<file path="src/rtl/hazard_scoreboard.sv">
// Load-use stall and EX forward-select control for the pipelined MIPS cores.
// A DEPTH-slot shift scoreboard tracks in-flight register writes past ID.
module hazard_scoreboard #(
  parameter int RW         = 5,
  parameter int DEPTH      = 3,
  parameter int LOAD_STAGE = 2,
  parameter int FLUSH_N    = 2,
  parameter int CW         = 16,
  localparam int SW        = $clog2(DEPTH + 1)
) (
  input  logic          clk,
  input  logic          reset,
  input  logic          id_valid,
  input  logic [RW-1:0] id_rs1,
  input  logic [RW-1:0] id_rs2,
  input  logic          id_use1,
  input  logic          id_use2,
  input  logic [RW-1:0] id_rd,
  input  logic          id_we,
  input  logic          id_load,
  input  logic          flush,
  output logic          stall,
  output logic [SW-1:0] fwd_a,
  output logic [SW-1:0] fwd_b,
  output logic [CW-1:0] stall_cnt,
  output logic [CW-1:0] fwd_cnt
);

  logic [DEPTH:1] r_v;
  logic [DEPTH:1] r_we;
  logic [DEPTH:1] r_ld;
  logic [RW-1:0]  r_rd [1:DEPTH];
  logic [SW-1:0]  r_fwd_a;
  logic [SW-1:0]  r_fwd_b;
  logic [CW-1:0]  r_stall_cnt;
  logic [CW-1:0]  r_fwd_cnt;

  logic [SW-1:0]  w_s1;
  logic [SW-1:0]  w_s2;
  logic           w_ld1;
  logic           w_ld2;
  logic           w_hz1;
  logic           w_hz2;
  logic           w_stall;
  logic           w_go;
  logic [SW-1:0]  w_nf_a;
  logic [SW-1:0]  w_nf_b;
  logic [1:0]     w_nfwd;

  function automatic logic [CW-1:0] sat_add(input logic [CW-1:0] cnt,
                                            input logic [1:0]    inc);
    logic [CW:0] sum;
    sum = {1'b0, cnt} + (CW+1)'(inc);
    return sum[CW] ? {CW{1'b1}} : sum[CW-1:0];
  endfunction

  // Scan oldest to youngest so the youngest matching slot wins.
  always_comb begin
    w_s1  = '0;
    w_s2  = '0;
    w_ld1 = 1'b0;
    w_ld2 = 1'b0;
    for (int s = DEPTH; s >= 1; s--) begin
      if (r_v[s] && r_we[s] && (r_rd[s] == id_rs1) && (id_rs1 != '0)) begin
        w_s1  = SW'(s);
        w_ld1 = r_ld[s];
      end
      if (r_v[s] && r_we[s] && (r_rd[s] == id_rs2) && (id_rs2 != '0)) begin
        w_s2  = SW'(s);
        w_ld2 = r_ld[s];
      end
    end
  end

  assign w_hz1   = id_use1 && (w_s1 != '0) && w_ld1 && (w_s1 < SW'(LOAD_STAGE));
  assign w_hz2   = id_use2 && (w_s2 != '0) && w_ld2 && (w_s2 < SW'(LOAD_STAGE));
  assign w_stall = id_valid && !flush && (w_hz1 || w_hz2);
  assign w_go    = id_valid && !w_stall && !flush;

  // Producer in slot s will sit in slot s+1 once the consumer reaches EX.
  assign w_nf_a = (w_go && id_use1 && (w_s1 != '0) && (w_s1 < SW'(DEPTH)))
                  ? w_s1 + SW'(1) : '0;
  assign w_nf_b = (w_go && id_use2 && (w_s2 != '0) && (w_s2 < SW'(DEPTH)))
                  ? w_s2 + SW'(1) : '0;
  assign w_nfwd = {1'b0, |w_nf_a} + {1'b0, |w_nf_b};

  // ---- scoreboard payload: shifts unconditionally, qualified by r_v ----
  always_ff @(posedge clk) begin
    r_we[1] <= id_we;
    r_ld[1] <= id_load;
    r_rd[1] <= id_rd;
    for (int s = 2; s <= DEPTH; s++) begin
      r_we[s] <= r_we[s-1];
      r_ld[s] <= r_ld[s-1];
      r_rd[s] <= r_rd[s-1];
    end
  end

  // ---- scoreboard valids, forward selects and counters ----
  always_ff @(posedge clk) begin
    if (reset) begin
      r_v         <= '0;
      r_fwd_a     <= '0;
      r_fwd_b     <= '0;
      r_stall_cnt <= '0;
      r_fwd_cnt   <= '0;
    end else begin
      r_v[1] <= w_go;
      for (int s = 2; s <= DEPTH; s++) begin
        r_v[s] <= r_v[s-1] && !(flush && (s - 1 <= FLUSH_N));
      end
      r_fwd_a     <= w_nf_a;
      r_fwd_b     <= w_nf_b;
      r_stall_cnt <= sat_add(r_stall_cnt, {1'b0, w_stall});
      r_fwd_cnt   <= sat_add(r_fwd_cnt, w_nfwd);
    end
  end

  assign stall     = w_stall;
  assign fwd_a     = r_fwd_a;
  assign fwd_b     = r_fwd_b;
  assign stall_cnt = r_stall_cnt;
  assign fwd_cnt   = r_fwd_cnt;

endmodule

</file>
<file path="config.mk">
export PLATFORM = sky130hd
export DESIGN_NAME = hazard_scoreboard
export DESIGN_NICKNAME = d
export VERILOG_FILES = /design/src/rtl/hazard_scoreboard.sv
export SDC_FILE = /design/constraint.sdc
export NUM_CORES = 1
export LEC_CHECK = 0
export BUFFER_PORTS_ARGS = -buffer_cell sky130_fd_sc_hd__buf_2
export CAP_MARGIN = 20
export CORE_ASPECT_RATIO = 1.2
export CORE_MARGIN = 2
export CORE_UTILIZATION = 51
export CTS_CLUSTER_SIZE = 30
export DETAILED_ROUTE_END_ITERATION = 10
export PLACE_DENSITY_LB_ADDON = 0.2
export SLEW_MARGIN = 20
export SYNTH_ARGS = -nofsm -noshare
export SYNTH_HDL_FRONTEND = slang
export SYNTH_SLANG_ARGS = --single-unit
</file>
<file path="constraint.sdc">
create_clock -name clk -period 8.2 [get_ports clk]
set_input_delay 1.23 -clock clk [delete_from_list [all_inputs] [get_ports clk]]
set_output_delay 1.23 -clock clk [all_outputs]
set_load 0.01 [all_outputs]
</file>
After elaboration in Yosys (flattened, before gate mapping)
Memories as Yosys holds them, arrays and structs flattened.
Index checks and enable logic that the tools add are counted.
{"block": "op_classes", "n_addsub": 5, "n_mul": 0, "div_mod_pow": 0, "n_lt_le_gt_ge": 4, "eq_ne": 6, "shift": 0, "n_mux": 16, "bitwise": 0, "reduce_logical": 42}
{"cell": "1-bit logical AND", "count": 33}
{"cell": "16-bit two-way mux", "count": 2}
{"cell": "5-bit == test", "count": 6}
{"cell": "16-bit by 1-bit adder with 17-bit output", "count": 1}
{"cell": "16-bit by 2-bit adder with 17-bit output", "count": 1}
{"cell": "2-bit two-way mux", "count": 8}
{"cell": "5-bit nonzero test", "count": 2}
{"cell": "2-bit less-than comparator, second input constant", "count": 4}
{"cell": "1-bit two-way mux", "count": 6}
{"cell": "2-bit by 1-bit adder with 2-bit output, second input constant", "count": 2}
{"cell": "2-bit nonzero test", "count": 2}
{"cell": "2-bit OR reduction", "count": 2}
{"cell": "1-bit by 1-bit adder with 2-bit output", "count": 1}
{"cell": "1-bit zero test", "count": 2}
{"cell": "1-bit logical OR", "count": 1}
{"block": "totals", "reg_bits": 45, "latchBits": 0, "ram_bits": 15, "mem_bits_ro": 0, "input_bits": 23, "output_inout_bits": 37, "word_cells": 81, "memories": 1}
{"memory": "r_rd", "depth": 3, "width": 5, "rd": 3, "rd_clocked_by_memory_dff": 0, "wr": 3, "line_no": "32", "source": "logic [RW-1:0] r_rd [1:DEPTH];"}

Depth between registers and ports, before layout
Gate-level depths: netlist of the first run.
{"block": "logic_depth", "depth_word": 23, "mapped_depth": 20, "mapped_depth_nobuf": 19}

Worst setup path before layout of the first run
No wires, ideal clock.
{"block": "synth_path", "path_kind": "input-to-reg", "start": "input port id_rs2[0]", "end": "register r_stall_cnt[10], in the netlist stall_cnt[10]", "setup_ns": 0.070, "arrival_ns": 4.726, "required_time_ns": 8.130, "slack_ns": 3.404, "cell_stages": 16, "path_buffers": 1, "cell_sequence": "or4_4 > nor2_4 > nor3_1 > a21oi_1 > inv_1 > ha_1 > nand3b_1 > or4_1 > a21oi_1 > ha_1 > ha_1 > nand3_1 > nor4_1 > nand3_1 > clkbuf_1 > a21oi_1"}
{"block": "synth_between", "elab_chain_len": 14, "word_cells_on_any_way": 25, "cone_classes": "add/sub: 1; order compare: 1; eq/ne: 3; mux: 7; reduce/logical: 13"}
{"item": "from (decl)", "line_no": "15", "source": "input logic [RW-1:0] id_rs2,"}
{"item": "5-bit == test", "line_no": "68", "source": "if (r_v[s] && r_we[s] && (r_rd[s] == id_rs2) && (id_rs2 != '0)) begin"}
{"item": "1-bit logical AND (2 in series)", "line_no": "68"}
{"item": "2-bit two-way mux (3 in series)", "line_no": "68"}
{"item": "2-bit nonzero test", "line_no": "76", "source": "assign w_hz2 = id_use2 && (w_s2 != '0) && w_ld2 && (w_s2 < SW'(LOAD_STAGE));"}
{"item": "1-bit logical AND (2 in series)", "line_no": "76"}
{"item": "1-bit logical AND (*)", "line_no": "76"}
{"item": "1-bit logical OR (*)", "line_no": "77", "source": "assign w_stall = id_valid && !flush && (w_hz1 || w_hz2);"}
{"item": "1-bit logical AND (*)", "line_no": "77"}
{"item": "net stall", "line_no": "22", "source": "output logic stall,"}
{"item": "16-bit by 1-bit adder with 17-bit output (*)", "line_no": "53", "source": "sum = {1'b0, cnt} + (CW+1)'(inc);"}
{"item": "16-bit two-way mux (*)", "line_no": "54", "source": "return sum[CW] ? {CW{1'b1}} : sum[CW-1:0];"}
{"item": "to (signal assigned)", "line_no": "114", "source": "r_stall_cnt <= sat_add(r_stall_cnt, {1'b0, w_stall});"}
{"item": "to (decl)", "line_no": "35", "source": "logic [CW-1:0] r_stall_cnt;"}
Mark *: on every way through the listed nets, which the timed path passes. The rest lies on a longest branch.
A chain may end at the register's enable or synchronous reset.

Worst setup path after layout of the first run
{"block": "layout_path", "start": "input port id_rs2[0]", "end": "register r_fwd_cnt[5], in the netlist fwd_cnt[5]"}
{"block": "layout_between", "elab_chain_len": 23, "word_cells_on_any_way": 41, "cone_classes": "add/sub: 3; order compare: 2; eq/ne: 3; mux: 9; reduce/logical: 24"}
{"item": "5-bit == test", "line_no": "68"}
{"item": "1-bit logical AND (2 in series)", "line_no": "68"}
{"item": "2-bit two-way mux (3 in series)", "line_no": "68"}
{"item": "2-bit nonzero test", "line_no": "76, 83"}
{"item": "1-bit logical AND (3 in series)", "line_no": "76"}
{"item": "1-bit logical OR", "line_no": "77"}
{"item": "1-bit logical AND", "line_no": "77"}
{"item": "1-bit zero test", "line_no": "78", "source": "assign w_go = id_valid && !w_stall && !flush;"}
{"item": "1-bit logical AND (2 in series)", "line_no": "78"}
{"item": "1-bit logical AND (on tied branches) (3 in series)", "line_no": "81, 83"}
{"item": "2-bit two-way mux (on tied branches)", "line_no": "82, 84"}
{"item": "2-bit OR reduction", "line_no": "85", "source": "assign w_nfwd = {1'b0, |w_nf_a} + {1'b0, |w_nf_b};"}
{"item": "1-bit by 1-bit adder with 2-bit output (*)", "line_no": "85"}
{"item": "16-bit by 2-bit adder with 17-bit output (*)", "line_no": "53"}
{"item": "16-bit two-way mux (*)", "line_no": "54"}
{"item": "to (signal assigned)", "line_no": "115", "source": "r_fwd_cnt <= sat_add(r_fwd_cnt, w_nfwd);"}
{"item": "to (decl)", "line_no": "36", "source": "logic [CW-1:0] r_fwd_cnt;"}
Every way passes the cells marked *; elsewhere a longest branch is shown, timed or not.

==> results of run 1 <==
-- critical path, stage by stage --
cell and delay (ns):
sky130_fd_sc_hd__buf_2 0.14, sky130_fd_sc_hd__or4_4 0.56, sky130_fd_sc_hd__nor2_4 0.15, sky130_fd_sc_hd__and4b_1 0.22, sky130_fd_sc_hd__a21oi_2 0.21, sky130_fd_sc_hd__ha_1 0.20
sky130_fd_sc_hd__nand3b_1 0.14, sky130_fd_sc_hd__nor4_2 0.07, sky130_fd_sc_hd__nor3b_1 0.28, sky130_fd_sc_hd__o211ai_1 0.20, sky130_fd_sc_hd__fa_1 0.46, sky130_fd_sc_hd__inv_1 0.08
sky130_fd_sc_hd__ha_1 0.20, sky130_fd_sc_hd__nand3_1 0.15, sky130_fd_sc_hd__nor2_1 0.22, sky130_fd_sc_hd__and3_1 0.23, sky130_fd_sc_hd__nand3_1 0.36, sky130_fd_sc_hd__a21oi_1 0.25
-- sequential cells by signal (all words and copies together) (netlist names) --
register,flops
r_rd,15
stall_cnt,16
fwd_cnt,16
r_ld,1
fwd_a,2
r_v,3
fwd_b,2
r_we,3
-- layer usage --
layer  up-vias  GRT usage [%]  share of wire (%)  wire length, um
met2        57          33.08                 47             2563
li1       1108              -                  -                -
met1      1021          22.44                 44             2383
met4         0          12.35                3.2              176
met5         -              0                  0                0
met3        14          6.796                5.5              297
-- area by class of cell --
class | instances | share of cell area, %
clock buffers | 13 | 5.334
clock inverters | 2 | 1.106
inverters | 13 | 1.541
multi-input cells | 202 | 43.66
flip-flops and latches | 58 | 36.67
well taps | 60 | 2.371
repair buffers | 59 | 9.324
-- final timing paths --
check | start | to | slack (ns) | cells after the start
max | id_rs2[0] | fwd_cnt[5] | 3.09 | 18
min | r_we[2] | r_we[3] | 0.35 | 0
max reg2reg | r_rd[0][8] | fwd_cnt[5] | 3.85 | 18
min reg2reg | r_we[2] | r_we[3] | 0.35 | 0
-- power by group through the flow --
stage | logic (mW) | registers [mW] | clock network (mW)
2_1_floorplan | 0.0172 | 0.297 | 0
5_1_grt | 0.0319 | 0.292 | 0.284
6_report | 0.0289 | 0.292 | 0.266
3_5_place_dp | 0.0287 | 0.298 | 0
3_3_place_gp | 0.0285 | 0.298 | 0
4_1_cts | 0.0290 | 0.292 | 0.273
-- Yosys cell counts (all sizes together), types with 4 or more instances --
library cell	count	area, um2
xnor2	25	219.0
nand2	16	60.06
nor3b	4	30.03
nor3	5	25.02
a21oi	31	158.9
ha	7	87.58
inv	13	48.80
dfxtp	58	1161
nor2	16	67.56
nand3	15	75.07
nand4	8	50.05
nor4	4	31.28
xor2	21	183.9
clkbuf	6	22.52
and3	13	81.33
-- cells by family after synthesis --
family                   synth area share (%)
AO/OA/AOI/OAI                           9.842
multiplexers                            1.147
flip-flops                              44.34
AND/OR/NAND/NOR                         22.31
adder cells (fa/ha/maj)                 4.109
XOR/XNOR                                15.38
buffers and inverters                   2.867
==> impl_summary.md, run 1 <==
Place
The number of placed instances with taps included is 392. The HPWL after detailed placement is 4028 um. OpenSTA, run right after detailed placement, puts the worst setup slack at 2.730 ns.

After detailed placement, the total cell area comes to 0.002963 mm2. In this run the tool buffered the top-level ports with 59 buffer cells. The final RePlAce weighted congestion is 0.8759.

Clock network
The level count of the clock H-tree is 3. The number of setup buffers added after CTS is 0. The number of gates resized after CTS was 0. The worst-case clock buffer depth is 2.

The clock root buffer master is sky130_fd_sc_hd__clkbuf_8. At the later pin of the worst-skew pair, clock insertion delay measures 0.32 ns. Clock tree synthesis found a total of 58 sinks. The post-CTS clock slew at the launch and capture registers of the worst setup and hold paths is 0.06 ns.

The TritonCTS clock tree is done. The post-cts hold buffer count is 0. The number of clock buffers added by TritonCTS is 9.

Yosys
The dominant synthesized flop cell is sky130_fd_sc_hd__dfxtp_1. The total of flip-flops plus latches after synthesis is 58. The summed instance area of the synthesized netlist is 0.002619 mm2. Synthesis produced 280 cells. The distinct cell type count after synthesis is 43.

The count of warnings emitted by yosys is 0. The proportion of synthesized flip-flops having asynchronous set or reset is 0%. The proportion of synthesized chip area in sequential cells is 44.34%. The per-instance average area after synthesis is 9.353 um2.

The net count after synthesis is 311. The number of enable-type register cells in the synthesized netlist is 0.

Power
VDD sags by at most 143.0 uV. The post-route total power is 0.5866 mW. The analysis attributes to net switching a power of 0.1225 mW. For this design the static power due to leakage is 1.354 nW. The combinational share of power is 4.9%. Sequential cells account for 49.8% of the total power. The internal power is 0.4641 mW. Per report_power, the clock group accounts for 45.3% of the total. The fraction of power spent switching nets is 20.88%.

For this design the ratio of total power to cell area is 185.2 mW/mm2.

Timing
The fraction of the cycle the final worst path needs is 62.26%. After routing, the total negative slack on setup checks comes to 0 ns. The number of max-slew violations in the final report was 0. Final hold analysis gives a worst-case slack of 0.3502 ns. The final worst-path setup slack is 3.095 ns.

Setup repair after global routing left no endpoint under its margin. Subtracting the final worst setup slack from the clock period gives 5.105 ns. The setup-violating endpoint count in the final report is 0. The actual slew at the worst max-slew pin is 0.6580 ns. The final count of hold timing violations is 0. The worst pin sits at a relative slew slack of 56.13%. For this run, the top clock speed supported by timing is 0.1959 GHz. On the final layout, the worst clock skew is 0.005242 ns.

GRT
Entering global routing, the biggest net connects 36 pins. Global routing finished with a remaining overflow of 0. The number of antenna violations at the first check in global routing was 0. For this run, the total global-route usage over all layers was measured as 19.97%. The global-route wire length before repair is 8914 um. The number of global-route vias before repair is 1,999.

Drt
Wires add up to 5422 um. The via density per instance is 5.405. The DRC violations left is 0.

The number of iterations in the first detailed-routing pass is 5. The violation count after the first detailed-route iteration is 43. The post-detailed-route count of antenna-violating nets is 0. Dividing the detail-routed wire length by the instance count gives 13.32 um. The count of vias placed by the detailed router is 2,200.

Floorplanning
The number of placement rows is 28. For this configuration, the core starts out at a cell density of 53.01%. The vertical die dimension is 82.50 um.

In this run the count of I/O pins placed on the die edge is 60. The horizontal die dimension is 69.42 um. The die area is 0.005726 mm2. The core area is 0.004940 mm2.

Layout
The library cells used most frequently in the layout, excluding fill and tap cells, are sky130_fd_sc_hd__buf_2 (59), sky130_fd_sc_hd__dfxtp_1 (58), sky130_fd_sc_hd__a21oi_1 (30), sky130_fd_sc_hd__xnor2_1 (25), sky130_fd_sc_hd__xor2_1 (21). For this run, the number of standard cells in the final layout without fillers is 407. The most frequent standard cell in the layout excluding fill and tap cells is sky130_fd_sc_hd__buf_2. The area growth from synthesis to layout is 20.93%. In the final layout, the share of cells above drive strength 1 is 23.92%. The final-layout fill cell count is 421.

The area taken by flip-flops and latches is 0.001161 mm2. The post-layout net count is 374. With fillers left out, the area of the finished cells amounts to 0.003167 mm2. For this run, the share of the core covered by cells in the final layout is 64.11%. The multi-input gate area in the final layout is 0.001383 mm2.

The antenna diode count is 0.

Critical path
The worst setup path is captured at a flop. The worst setup path is of the in2reg kind. STA puts the critical path data arrival time at 5.35 ns.

The startpoint type of the worst setup path is an input pin. Data on the critical path is required at its endpoint by 8.45 ns. The peak fanout along the critical path is 12.

Status
The flow ran to the end, and the final reports show no timing, DRC or antenna violations.

Job
The reported max-cap violation count is 0.

Min path
The worst hold path belongs to the class reg2reg.
Note: power is estimated with default switching activity, not from simulation.
==> run 2: changes to the inputs <==
Clock period 8.2 ns to 4.8 ns, I/O delays scaled along.
==> impl_summary.md, run 2 (same netlist as run 1, synthesis figures left out) <==
Status
The run finished with clean final reports.

Job
The reported max-cap violation count was 0 (unchanged).

Timing
Setup repair after global routing left no endpoint under its margin. The max-slew headroom at the worst pin is 54.61% (-1.5 points). The total negative setup slack came to 0 ns (unchanged). The actual slew at the worst max-slew pin came to 0.6808 ns (+0.02283 ns). The worst setup skew after layout was 0.004133 ns (-0.001110 ns). The shortest period the worst path allows is 4.398 ns. The number of max-slew violations in the final report came to 0 (unchanged).

The fraction of the cycle the final worst path needs is 91.63%. The fmax is 0.2274 GHz. The final count of hold timing violations was 0 (unchanged). The setup-violating endpoint count in the final report is 0 (unchanged).

Clock network
The number of setup buffers added after CTS came to 0 (unchanged). The level count of the clock H-tree came to 3 (unchanged). The post-CTS clock slew at the launch and capture registers of the worst setup and hold paths is 0.06 ns (about the same). The post-cts hold buffer count is 0 (unchanged). The worst-case clock buffer depth is 2 (unchanged).

The clock latency at the later pin of the worst-skew pair is 0.33 ns (about the same). The tree is rooted in a sky130_fd_sc_hd__clkbuf_8. The number of clock buffers inserted by TritonCTS is 9 (unchanged). The number of sinks on the clock net is 58 (unchanged). The post-CTS resize count was 0 (unchanged).

TritonCTS built the clock tree.

Power
The net switching power came to 0.2128 mW (+74%). The post-route total power came to 0.9552 mW (+63%). The clock group share of total power is 42.6% (-2.7 points). The share of total power in sequential cells is 52.2% (+2.4 points). The static power due to leakage is 1.373 nW (+1.4%). The internal power is 0.7425 mW (+60%).

The fraction of power spent switching nets is 22.28% (+1.4 points). The combinational share of power is 5.1% (+0.2 points). The highest ir drop seen on vdd came to 195.5 uV (+37%). The total power density per cell area came to 299.4 mW/mm2 (+62%).

Drt
The DRC violations left is 0 (unchanged). The aggregate routed wire length is 5407 um (-0.28%). The count of vias placed by the detailed router was 2,211 (+0.50%). The violation count after the first detailed-route iteration was 47 (+9.3%). The number of iterations in the first detailed-routing pass is 4 (-1). The via density per instance is 5.341 (-1.2%). The wire length per cell after detailed routing is 13.06 um (-2.0%). The post-detailed-route count of antenna-violating nets came to 0 (unchanged).

Layout
The post-layout net count was 380 (+1.6%). The fraction of final layout cells sized beyond drive strength 1 was 25.14% (+1.2 points). In the layout the commonest cells are sky130_fd_sc_hd__buf_2 (59), sky130_fd_sc_hd__dfxtp_1 (58), sky130_fd_sc_hd__a21oi_1 (30), sky130_fd_sc_hd__xnor2_1 (25), sky130_fd_sc_hd__xor2_1 (21). The final-layout fill cell count is 448 (+6.4%).

The final design utilization is 64.59% (+0.48 points). Leaving out fill and tap cells, the most frequent cell in the layout is sky130_fd_sc_hd__buf_2. The area growth from synthesis to layout is 21.83%. The antenna diode count was 0 (unchanged). The post-route cell area is 0.003191 mm2 (+0.75%).

Critical path
The endpoint type of the worst setup path is a flop. The required time reported for the critical path endpoint is 4.99 ns (-3.46 ns). The peak fanout along the critical path is 6 (-6).

The path type of the worst setup path is in2reg. The worst-case reg-to-reg path depth is 18 (unchanged). The data arrival at the endpoint of the critical path is 4.59 ns (-0.76 ns). The setup slack of the worst register-to-register path was 0.70 ns (-3.15 ns). The reg-to-reg startpoint is r_rd[0][12]. In this run the worst setup path begins at id_rs2[0]. STA classifies the critical path startpoint as an input pin.

Place
The final RePlAce weighted congestion is 0.8156 (-6.9%). The area after detailed placement is 0.003008 mm2 (+1.5%). The HPWL after detailed placement was 3973 um (-1.4%). The count of input and output buffers is 59 (unchanged).

Min path
The worst hold path cell count is 0 (unchanged). The tightest min-delay check is of the reg2reg type. The startpoint identified for the worst hold timing path is r_we[2].

GRT
The routing usage on met3 was 5.704% (-1.1 points). The global-route total usage across every layer was 19.85% (-0.12 points). The global-route wire length before repair is 9011 um (+1.1%). The number of antenna violations at the first check in global routing is 0 (unchanged).

The met1 routing resource usage after global routing is 24.66% (+2.2 points). The number of global-route vias before repair was 2,083 (+4.2%). The overflow left after global routing is 0 (unchanged). met2 is the most crowded layer. The largest net degree at the start of global routing was 36 (unchanged). The met2 layer usage reported by global route is 32.40% (-0.67 points).

Floorplanning
The top-level port count was 60 (unchanged). The die area is 0.005726 mm2 (unchanged). The core area is 0.004940 mm2 (unchanged). The horizontal die dimension is 69.42 um (unchanged).

The vertical die dimension is 82.50 um (unchanged). The effective utilization at floorplan was 53.01% (unchanged). The number of placement rows came to 28 (unchanged).
[run 2: worst paths after layout]
path / end
max: fwd_cnt[12]
min: r_we[3]
max reg2reg: fwd_cnt[12]
min reg2reg: r_we[3]
[run 2: final cells by class]
type,instances,area [um2],area share (%)
Tap cell,60,75.07,2.353
Clock inverter,2,10.01,0.3137
Timing Repair Buffer,65,340.3,10.67
Clock buffer,14,172.7,5.412
Sequential cell,58,1161,36.39
Inverter,13,48.80,1.529
Multi-Input combinational cell,202,1383,43.33
[run 2: routing by layer]
layer,vias up,part of all wire (%)
met3,8,5.0
li1,1119,-
met1,1034,45
met2,50,48
met4,0,1.1
met5,-,0
[run 2: worst max-delay path, cell delays in order]
cell and delay [ns]:
sky130_fd_sc_hd__buf_2 0.14, sky130_fd_sc_hd__or4_4 0.55, sky130_fd_sc_hd__nor2_4 0.16, sky130_fd_sc_hd__and4b_1 0.23, sky130_fd_sc_hd__a21oi_2 0.20, sky130_fd_sc_hd__ha_1 0.20, sky130_fd_sc_hd__nand3b_1 0.13, sky130_fd_sc_hd__nor4_2 0.06
sky130_fd_sc_hd__nor3b_1 0.28, sky130_fd_sc_hd__o211ai_1 0.18, sky130_fd_sc_hd__fa_1 0.45, sky130_fd_sc_hd__inv_1 0.07, sky130_fd_sc_hd__ha_1 0.20, sky130_fd_sc_hd__nand3_1 0.15, sky130_fd_sc_hd__or2_2 0.35, sky130_fd_sc_hd__nor3_1 0.25
sky130_fd_sc_hd__mux2i_1 0.22, sky130_fd_sc_hd__nor2_1 0.05
[run 2: metrics by stage]
step	hold slack, ns	instances	setup WS, ns
floorplan	0.3306	280	0.5136
global placement	0.3357	398	0.2146
detailed placement	0.3407	398	0.06086
CTS	0.3524	414	0.4147
global route	0.3528	414	0.09504
finish	0.3528	414	0.4018
[run 2: power groups by stage]
stage	clock network [mW]	logic [mW]	registers, mW
floorplan	0	0.0294	0.507
detailed placement	0	0.0489	0.510
finish	0.407	0.0492	0.499
global placement	0	0.0486	0.509
CTS	0.421	0.0493	0.499
global route	0.443	0.0543	0.500
